### config.mk
export PLATFORM = sky130hd
export DESIGN_NAME = line_beat_serializer_flat
export DESIGN_NICKNAME = d
export VERILOG_FILES = /design/src/rtl/line_beat_serializer_if.sv /design/src/rtl/line_beat_serializer.sv /design/src/flat_wrapper.sv
export SDC_FILE = /design/constraint.sdc
export NUM_CORES = 1
export LEC_CHECK = 0
export BUFFER_PORTS_ARGS = -buffer_cell sky130_fd_sc_hd__buf_4
export CORE_MARGIN = 2
export CORE_UTILIZATION = 27
export CTS_CLUSTER_SIZE = 24
export DETAILED_ROUTE_END_ITERATION = 8
export PLACE_DENSITY = 0.46
export SETUP_SLACK_MARGIN = 0.5
export SYNTH_ARGS = -nofsm -noshare
export SYNTH_HDL_FRONTEND = slang
export SYNTH_SLANG_ARGS = --single-unit
### constraint.sdc
create_clock -name clk -period 5.74 [get_ports clk]
set_input_delay 0.287 -clock clk [delete_from_list [all_inputs] [get_ports clk]]
set_output_delay 0.287 -clock clk [all_outputs]
set_load 0.01 [all_outputs]
### src/rtl/line_beat_serializer_if.sv
// line_beat_serializer_if: line-buffer and beat-bus signals of the serializer
//   line       upstream line at the buffer tail, valid while line_empty=0
//   line_empty upstream buffer empty flag
//   line_pop   one-cycle pop strobe to the upstream buffer
//   beat       current output beat, beat_valid/beat_last qualify it
//   beat_ready downstream accepts the beat
//   busy       a line is held in the serializer
interface line_beat_serializer_if #(
    parameter int LINE_W = 128,
    parameter int BEAT_W = 32
);
    logic [LINE_W-1:0] line;
    logic              line_empty;
    logic              line_pop;
    logic [BEAT_W-1:0] beat;
    logic              beat_valid;
    logic              beat_last;
    logic              beat_ready;
    logic              busy;
    modport master (
        input  line, line_empty, beat_ready,
        output line_pop, beat, beat_valid, beat_last, busy
    );
    modport slave (
        output line, line_empty, beat_ready,
        input  line_pop, beat, beat_valid, beat_last, busy
    );
endinterface

### src/rtl/line_beat_serializer.sv
// line_beat_serializer: pops lines from an upstream buffer and emits them as BEATS beats, lowest slice first
//   clk    rising-edge clock
//   reset  synchronous active-high reset
//   bus    line_beat_serializer_if.master (line side in, beat side out, busy)
module line_beat_serializer #(
    parameter int LINE_W = 128,
    parameter int BEAT_W = 32
) (
    input logic clk,
    input logic reset,
    line_beat_serializer_if.master bus
);
    localparam int BEATS = LINE_W / BEAT_W;
    localparam int CW = $clog2(BEATS);

    generate
        if (LINE_W <= BEAT_W || LINE_W % BEAT_W != 0 || (BEATS & (BEATS - 1)) != 0) begin : g_bad_params
            $error("line_beat_serializer: LINE_W must be a power-of-2 multiple (>1) of BEAT_W");
        end
    endgenerate

    typedef enum logic {IDLE, SEND} state_t;

    state_t            state;
    logic [LINE_W-1:0] line_r;
    logic [CW-1:0]     cnt;
    logic [CW-1:0]     nxt;
    logic              hs;
    logic              last_hs;
    logic              load;

    assign nxt     = cnt + CW'(1);
    assign hs      = state == SEND && bus.beat_ready;
    assign last_hs = hs && cnt == CW'(BEATS - 1);
    // A pop happens either from IDLE or on the last-beat handshake, giving back-to-back lines
    assign load     = !reset && !bus.line_empty && (state == IDLE || last_hs);
    assign bus.line_pop = load;

    always_ff @(posedge clk) begin
        if (reset) begin
            state          <= IDLE;
            cnt            <= '0;
            bus.beat_valid <= 1'b0;
            bus.beat_last  <= 1'b0;
            bus.busy       <= 1'b0;
        end else if (load) begin
            state          <= SEND;
            line_r         <= bus.line;
            cnt            <= '0;
            bus.beat       <= bus.line[BEAT_W-1:0];
            bus.beat_valid <= 1'b1;
            bus.beat_last  <= 1'b0;
            bus.busy       <= 1'b1;
        end else if (last_hs) begin
            state          <= IDLE;
            bus.beat_valid <= 1'b0;
            bus.beat_last  <= 1'b0;
            bus.busy       <= 1'b0;
        end else if (hs) begin
            // Outputs are registered, so preload the slice for the next count
            cnt           <= nxt;
            bus.beat      <= line_r[nxt*BEAT_W +: BEAT_W];
            bus.beat_last <= nxt == CW'(BEATS - 1);
        end
    end
endmodule

### src/flat_wrapper.sv
// flat-port wrapper written by rule: the top's interface ports become plain ports
module line_beat_serializer_flat 
#(
    parameter int LINE_W = 128,
    parameter int BEAT_W = 32
)
  (clk, reset, bus_line, bus_line_empty, bus_beat_ready, bus_line_pop, bus_beat, bus_beat_valid, bus_beat_last, bus_busy);
  line_beat_serializer_if #(.LINE_W(LINE_W), .BEAT_W(BEAT_W)) bus_i ();
  input logic clk;
  input logic reset;
  input wire logic [$bits(bus_i.line)-1:0] bus_line;
  input wire logic [$bits(bus_i.line_empty)-1:0] bus_line_empty;
  input wire logic [$bits(bus_i.beat_ready)-1:0] bus_beat_ready;
  output wire logic [$bits(bus_i.line_pop)-1:0] bus_line_pop;
  output wire logic [$bits(bus_i.beat)-1:0] bus_beat;
  output wire logic [$bits(bus_i.beat_valid)-1:0] bus_beat_valid;
  output wire logic [$bits(bus_i.beat_last)-1:0] bus_beat_last;
  output wire logic [$bits(bus_i.busy)-1:0] bus_busy;
  assign bus_i.line = bus_line;
  assign bus_i.line_empty = bus_line_empty;
  assign bus_i.beat_ready = bus_beat_ready;
  assign bus_line_pop = bus_i.line_pop;
  assign bus_beat = bus_i.beat;
  assign bus_beat_valid = bus_i.beat_valid;
  assign bus_beat_last = bus_i.beat_last;
  assign bus_busy = bus_i.busy;
  line_beat_serializer #(.LINE_W(LINE_W), .BEAT_W(BEAT_W)) u_core (.clk(clk), .reset(reset), .bus(bus_i));
endmodule
==> impl_metrics.sql, run 1 <==
INSERT INTO impl_metrics (metric_group, metric, value, unit) VALUES
('yosys', 'synth_nets', '394', ''),
('critical_path', 'crit_path_start', 'u_core.cnt[0]', ''),
('die', 'ios', '168', ''),
('placement', 'dp_cells', '737', ''),
('grt', 'grtUsageTotal', '11.0', '%'),
('yosys', 'synth_flop_cell', 'edfxtp_1', ''),
('grt', 'grt_first_pass_wirelength', '19.6', 'mm'),
('timing', 'worst_slew_pin_slew', '1.14', 'ns'),
('route', 'drt_first_iter_violations', '207', ''),
('placement', 'port_buffers', '167', ''),
('timing', 'slew_violations', '0', ''),
('run_status', 'status', 'finished clean', ''),
('timing', 'finClkSkew', '0.00844', 'ns'),
('pwr', 'net-switching-power', '0.583', 'mW'),
('yosys', 'synthCells', '260', ''),
('cts', 'clock_buffer_depth', '2', ''),
('timing', 'setup_violations', '0', ''),
('cells_and_area', 'layout.cell_area.non_filler', '0.00863', 'mm²'),
('cts', 'maximum_level_of_the_cts_h_tree', '4', ''),
('cts', 'numCtsBuffers', '17', ''),
('cts', 'cts.clk_slew.worst_paths', '0.07', 'ns'),
('timing', 'finalCritPeriodShare', '60.6', '%'),
('yosys', 'synth_top_cells_by_area', 'edfxtp_1 (75%), mux4_1 (13%), mux2_4 (6.5%)', ''),
('cts', 'worst_skew_pair.late_latency', '0.42', 'ns'),
('route', 'drt.antenna.violating_nets', '0', ''),
('timing', 'rsz_0062_raised_after_global_routing', 'false', ''),
('die', 'floorplan.initialDensity', '27.5', '%'),
('yosys', 'yosysSeqAreaShare', '76.0', '%'),
('yosys', 'synth_top_area_share', '74.7', '%'),
('cts', 'clock-root-buffer', 'clkbuf_16', ''),
('placement', 'finalWeightedCongestion', '0.697', ''),
('route', 'drtPass1Iterations', '4', ''),
('pwr', 'vdd_drop_max', '0.158', 'mV'),
('route', 'routed_via_density', '4.12', ''),
('die', 'die_h', '158', 'µm'),
('grt', 'vias_in_the_first_global_route', '3366', ''),
('yosys', 'synth_most_common_cell', 'edfxtp_1', ''),
('critical_path', 'worstSetupStartpointType', 'register', ''),
('pwr', 'sw_frac_of_total', '20.4', '%'),
('die', 'core_area', '0.0234', 'mm²'),
('placement', 'detailedPlacementHpwl', '8.74', 'mm'),
('die', 'fp_rows', '56', ''),
('pwr', 'seq_power_share', '49.4', '%'),
('yosys', 'post-synth-top-area-cell', 'edfxtp_1', ''),
('critical_path', 'critical_path.max_fanout', '48', ''),
('critical_path', 'arrival', '3.53', 'ns'),
('die', 'die_area', '0.0251', 'mm²'),
('route', 'detailroute.via_count', '3165', ''),
('pwr', 'clockPowerShare', '41.7', '%'),
('yosys', 'post_synth_instance_area', '0.00643', 'mm²'),
('timing', 'final_hold_viol_count', '0', ''),
('worst_hold_path', 'hp-start', 'bus_line[51]', ''),
('yosys', 'synth_cell_types', '24', ''),
('timing', 'fmax', '287', 'MHz'),
('yosys', 'synth_edf_count', '160', ''),
('timing', 'whs', '0.0381', 'ns'),
('pwr', 'p_int', '2.27', 'mW'),
('timing', 'fin_crit', '3.48', 'ns'),
('cells_and_area', 'layout.nets', '571', ''),
('die', 'die_w', '158', 'µm'),
('pwr', 'power_density', '330', 'mW/mm²'),
('cells_and_area', 'postLayoutCoreUtil', '36.9', '%'),
('placement', 'preCtsSetupSlack', '2.16', 'ns'),
('yosys', 'syn_avg_cell_area', '24.7', 'µm²'),
('cts', 'postCtsResizedCells', '0', ''),
('grt', 'remaining_overflow_grt', '0', ''),
('timing', 'slew_headroom', '23.8', '%'),
('critical_path', 'criticalPathCategory', 'reg -> reg', ''),
('cells_and_area', 'layout.cells.non_filler', '768', ''),
('timing', 'setup_ws', '2.26', 'ns'),
('cts', 'cts_setup_buffers', '0', '');
[registers in the layout, summed over array words and instances, names as in the netlist]
register,cells
u_core.line_r,128
u_core.bus.beat,32
u_core.cnt,2
u_core.bus.beat_last,1
u_core.bus.beat_valid,1
[worst paths after layout]
kind,end,slack (ns),cells after the start
worst max-delay path,u_core.line_r[7],2.26,5
worst min-delay path,u_core.line_r[51],0.04,1
worst max register to register,u_core.line_r[7],2.26,5
worst min register to register,u_core.bus.beat_last,0.54,2
[power groups by stage]
stage | clock network [mW] | logic (mW) | registers (mW)
after detailed placement | 0 | 0.262 | 1.44
after CTS | 1.23 | 0.263 | 1.41
after global placement | 0 | 0.259 | 1.43
after global routing | 1.28 | 0.277 | 1.41
after floorplan | 0 | 0.131 | 1.43
final | 1.19 | 0.254 | 1.41
[routing by layer]
| metal | vias to the layer above | share of wire [%] | global-route usage [%] |
|---|---|---|---|
| met4 | 0 | 1.2 | 3.99 |
| li1 | 1470 | - | - |
| met5 | - | 0 | 0 |
| met3 | 9 | 6.7 | 4.06 |
| met2 | 107 | 51 | 17.7 |
| met1 | 1579 | 41 | 13.5 |
[area by class of cell]
| class | count | area [µm²] | share of cell area, % |
|---|---|---|---|
| well taps | 319 | 399 | 4.62 |
| inverters | 3 | 13.8 | 0.159 |
| clock inverters | 13 | 184 | 2.13 |
| flip-flops and latches | 164 | 4890 | 56.6 |
| multi-input cells | 80 | 1440 | 16.7 |
| repair buffers | 171 | 1280 | 14.9 |
| clock buffers | 18 | 429 | 4.97 |
[cells in the final DEF, fill, tap and decap left out, types with 2 or more instances in the layout]
cell type / netlist / final
dfxtp_1: 4 / 3
nor2_1: 2 / 2
clkbuf_16: 0 / 17
clkinv_2: 0 / 4
mux2_1: 3 / 3
clkinv_4: 0 / 4
nor3_1: 2 / 2
bufinv_16: 0 / 4
mux4_1: 32 / 32
edfxtp_1: 160 / 160
mux2_4: 28 / 28
buf_4: 1 / 171
[critical path, cell delays in order, from the launching register on]
cell and delay, ns:
dfxtp_2 1.08, ha_1 0.40, a21boi_1 0.10, or3_2 0.46
inv_4 0.40, buf_4 0.59
[cell families after synthesis]
group / share of synthesized area, %
AO/OA/AOI/OAI: 0.448
XOR/XNOR: 0.136
adder cells (fa/ha/maj): 0.389
buffers and inverters: 1.93
flip-flops: 76.0
multiplexers: 20.3
AND/OR/NAND/NOR: 0.817
No activity file was read; power rests on OpenSTA's default activity.
==> run 2: changes to the inputs <==
==> constraint.sdc (replaced) <==
create_clock -name clk -period 3.25 [get_ports clk]
set_input_delay 0.1625 -clock clk [delete_from_list [all_inputs] [get_ports clk]]
set_output_delay 0.1625 -clock clk [all_outputs]
set_load 0.01 [all_outputs]
==> run 2 against run 1 <==
Effect of this change:
- clock skew increased by 0.0018 ns
- setup slack got worse by 1.6 ns
- clock power increased by 66%
- critical endpoint is now u_core.line_r[58]
- largest power group unchanged
==> impl_metrics.sql, run 2 (synthesis gave the netlist of run 1 again) <==
INSERT INTO impl_metrics (metric_group, metric, value, unit) VALUES
('cts', 'tritoncts', 'yes', ''),
('cts', 'clock_buffer_depth', '2', ''),
('route', 'postRouteWirelength', '14.8', 'mm'),
('placement', 'dpl_cell_area', '0.00806', 'mm²'),
('route', 'detailroute.via_count', '3710', ''),
('route', 'drtPass1Iterations', '4', ''),
('grt', 'grt_start_max_net_pins', '81', ''),
('critical_path', 'arrival', '2.62', 'ns'),
('die', 'fp_rows', '56', ''),
('cells_and_area', 'n_antenna_cell', '0', ''),
('cts', 'cts.clk_slew.worst_paths', '0.06', 'ns'),
('worst_hold_path', 'hp-start', 'bus_line_empty', ''),
('die', 'die_area', '0.0251', 'mm²'),
('critical_path', 'slowest_cell_on_the_critical_path', 'or3_2', ''),
('cells_and_area', 'layout.cell_area.non_filler', '0.00994', 'mm²'),
('critical_path', 'reg2regPathDepth', '5', ''),
('flow_run', 'maxcap_viol_count', '0', ''),
('grt', 'vias_in_the_first_global_route', '3963', ''),
('grt', 'grtUsageTotal', '11.9', '%'),
('timing', 'setup_ws', '0.685', 'ns'),
('critical_path', 'critical_path.max_fanout', '48', ''),
('critical_path', 'critical_path.reg2reg.startpoint', 'u_core.cnt[1]', ''),
('critical_path', 'worstSetupStartpointType', 'register', ''),
('placement', 'detailedPlacementHpwl', '9.34', 'mm'),
('timing', 'slew_violations', '0', ''),
('timing', 'whs', '0.0527', 'ns'),
('pwr', 'cellLeakagePower', '3.85', 'nW'),
('timing', 'fmax', '390', 'MHz'),
('worst_hold_path', 'holdPathEnd', 'u_core.bus.beat_valid', ''),
('die', 'floorplan.initialDensity', '27.5', '%'),
('placement', 'finalWeightedCongestion', '0.678', ''),
('cells_and_area', 'drive_above_1_share', '41.3', '%'),
('timing', 'finalCritPeriodShare', '78.9', '%'),
('cts', 'cts_setup_buffers', '0', ''),
('cells_and_area', 'layout.cells.most_common', 'buf_4', ''),
('pwr', 'vdd_drop_max', '0.319', 'mV'),
('route', 'drt_first_iter_violations', '144', ''),
('cells_and_area', 'flow.area_growth_from_synthesis', '54.5', '%'),
('critical_path', 'critical_path_cell_count', '5', ''),
('die', 'ios', '168', ''),
('timing', 'fin_crit', '2.56', 'ns'),
('cells_and_area', 'fillCellCount', '2141', ''),
('worst_hold_path', 'min_path_type', 'in -> reg', ''),
('timing', 'setup_violations', '0', ''),
('timing', 'rsz_0062_raised_after_global_routing', 'false', ''),
('placement', 'port_buffers', '167', ''),
('cells_and_area', 'sequential_cell_area', '0.00489', 'mm²'),
('cells_and_area', 'layout.cells.most_common_list', 'buf_4 (171), edfxtp_1 (160), dlygate4sd3_1 (129), mux4_1 (32), mux2_4 (28)', ''),
('placement', 'dp_cells', '739', ''),
('critical_path', 'critPathTopFamily', 'simple AND/OR/NAND/NOR gates', ''),
('critical_path', 'critical_path_cell_by_cell', 'ha_1, a21boi_1, or3_2, inv_4, buf_4', ''),
('cells_and_area', 'number_of_flip_flops_under_the_largest_register_name', '128', ''),
('critical_path', 'timing.rr.end', 'u_core.line_r[58]', ''),
('worst_hold_path', 'min_delay_path_depth', '3', ''),
('timing', 'slew_headroom', '55.8', '%'),
('cells_and_area', 'multiInputGateArea', '0.00144', 'mm²'),
('pwr', 'power_density', '509', 'mW/mm²'),
('cts', 'cts_num_sinks', '164', ''),
('die', 'die_h', '158', 'µm'),
('timing', 'worst_slew_pin_slew', '0.663', 'ns'),
('cells_and_area', 'layout.cells.non_filler', '900', ''),
('critical_path', 'criticalPathCategory', 'reg -> reg', ''),
('critical_path', 'delay_of_the_slowest_cell_on_the_worst_path', '0.74', 'ns'),
('critical_path', 'cp-end-kind', 'register', ''),
('cells_and_area', 'layout.nets', '702', ''),
('route', 'drt.antenna.violating_nets', '0', ''),
('critical_path', 'worstPathRequired', '3.30', 'ns'),
('timing', 'final_hold_viol_count', '0', ''),
('cells_and_area', 'max_flop_register', 'u_core.line_r', ''),
('cts', 'clock-root-buffer', 'clkbuf_16', ''),
('placement', 'preCtsSetupSlack', '0.633', 'ns'),
('die', 'die_w', '158', 'µm'),
('run_status', 'status', 'finished clean', ''),
('timing', 'finClkSkew', '0.0102', 'ns'),
('cells_and_area', 'registers_with_the_highest_flip_flop_counts', 'u_core.line_r x128, u_core.bus.beat x32, u_core.cnt x2', ''),
('cts', 'maximum_level_of_the_cts_h_tree', '4', ''),
('die', 'core_area', '0.0234', 'mm²'),
('route', 'routed_length_per_instance', '16.5', 'µm'),
('route', 'routed_via_density', '4.12', ''),
('grt', 'grt_first_pass_wirelength', '21.5', 'mm'),
('route', 'drt_drc_violations_left', '0', ''),
('cts', 'numCtsBuffers', '17', ''),
('critical_path', 'critical_path_buf_inv_count', '2', ''),
('cts', 'worst_skew_pair.late_latency', '0.42', 'ns'),
('grt', 'remaining_overflow_grt', '0', ''),
('cts', 'postCtsResizedCells', '0', ''),
('timing', 'fin_setup_tns', '0', 'ns'),
('critical_path', 'reg2reg_setup_slack', '0.69', 'ns'),
('grt', 'antenna_found_initial', '0', '');
run 2: repair_timing:
action | 4_1_cts | 5_1_grt
setup endpoints to repair | 0 | 0
hold endpoints to repair | 132 | 0
hold buffers | 129 | 0
run 2: worst register-to-register path, cell delays in order, from the launching register on:
cell,delay (ns)
dfxtp_1,0.36
ha_1,0.26
a21boi_1,0.11
or3_2,0.74
inv_4,0.17
buf_4,0.52
run 2: through the flow:
step | total power [mW] | util [%]
detailed placement | 3.01 | 34.4
global route | 5.27 | 42.5
global placement | 3.00 | 34.4
CTS | 5.15 | 42.5
finish | 5.06 | 42.5
floorplan | 2.76 | -
run 2: metal layers:
metal / vias up / global-route usage [%] / routed length, µm
met5: - / 0 / 0
met4: 0 / 3.35 / 150
met3: 9 / 3.62 / 731
met2: 104 / 21.6 / 8010
met1: 1862 / 13.4 / 5940
li1: 1735 / - / -
run 2: worst max-delay path by stage:
stage                              from                  to  slack [ns]
after global routing      u_core.cnt[1]   u_core.line_r[58]        0.53
final                     u_core.cnt[1]   u_core.line_r[58]        0.69
after floorplan           u_core.cnt[0]  u_core.bus.beat[0]        0.76
after detailed placement  u_core.cnt[1]   u_core.line_r[22]        0.63
after CTS                 u_core.cnt[1]   u_core.line_r[58]        0.65
after global placement    u_core.cnt[1]   u_core.line_r[58]        0.75
run 2: area by class of cell:
| class | instances | share of cell area [%] |
|---|---|---|
| flip-flops and latches | 164 | 49.2 |
| repair buffers | 302 | 26.3 |
| multi-input cells | 80 | 14.5 |
| clock buffers | 17 | 4.28 |
| well taps | 319 | 4.02 |
| clock inverters | 15 | 1.60 |
| inverters | 3 | 0.139 |
run 2: report_power, final:
group	switching (mW)	total (mW)	internal (mW)	leakage (nW)
registers	0.0256	2.47	2.45	1.52
logic	0.220	0.605	0.385	2.05
clock network	0.847	1.98	1.14	0.280
total	1.09	5.06	3.97	3.85
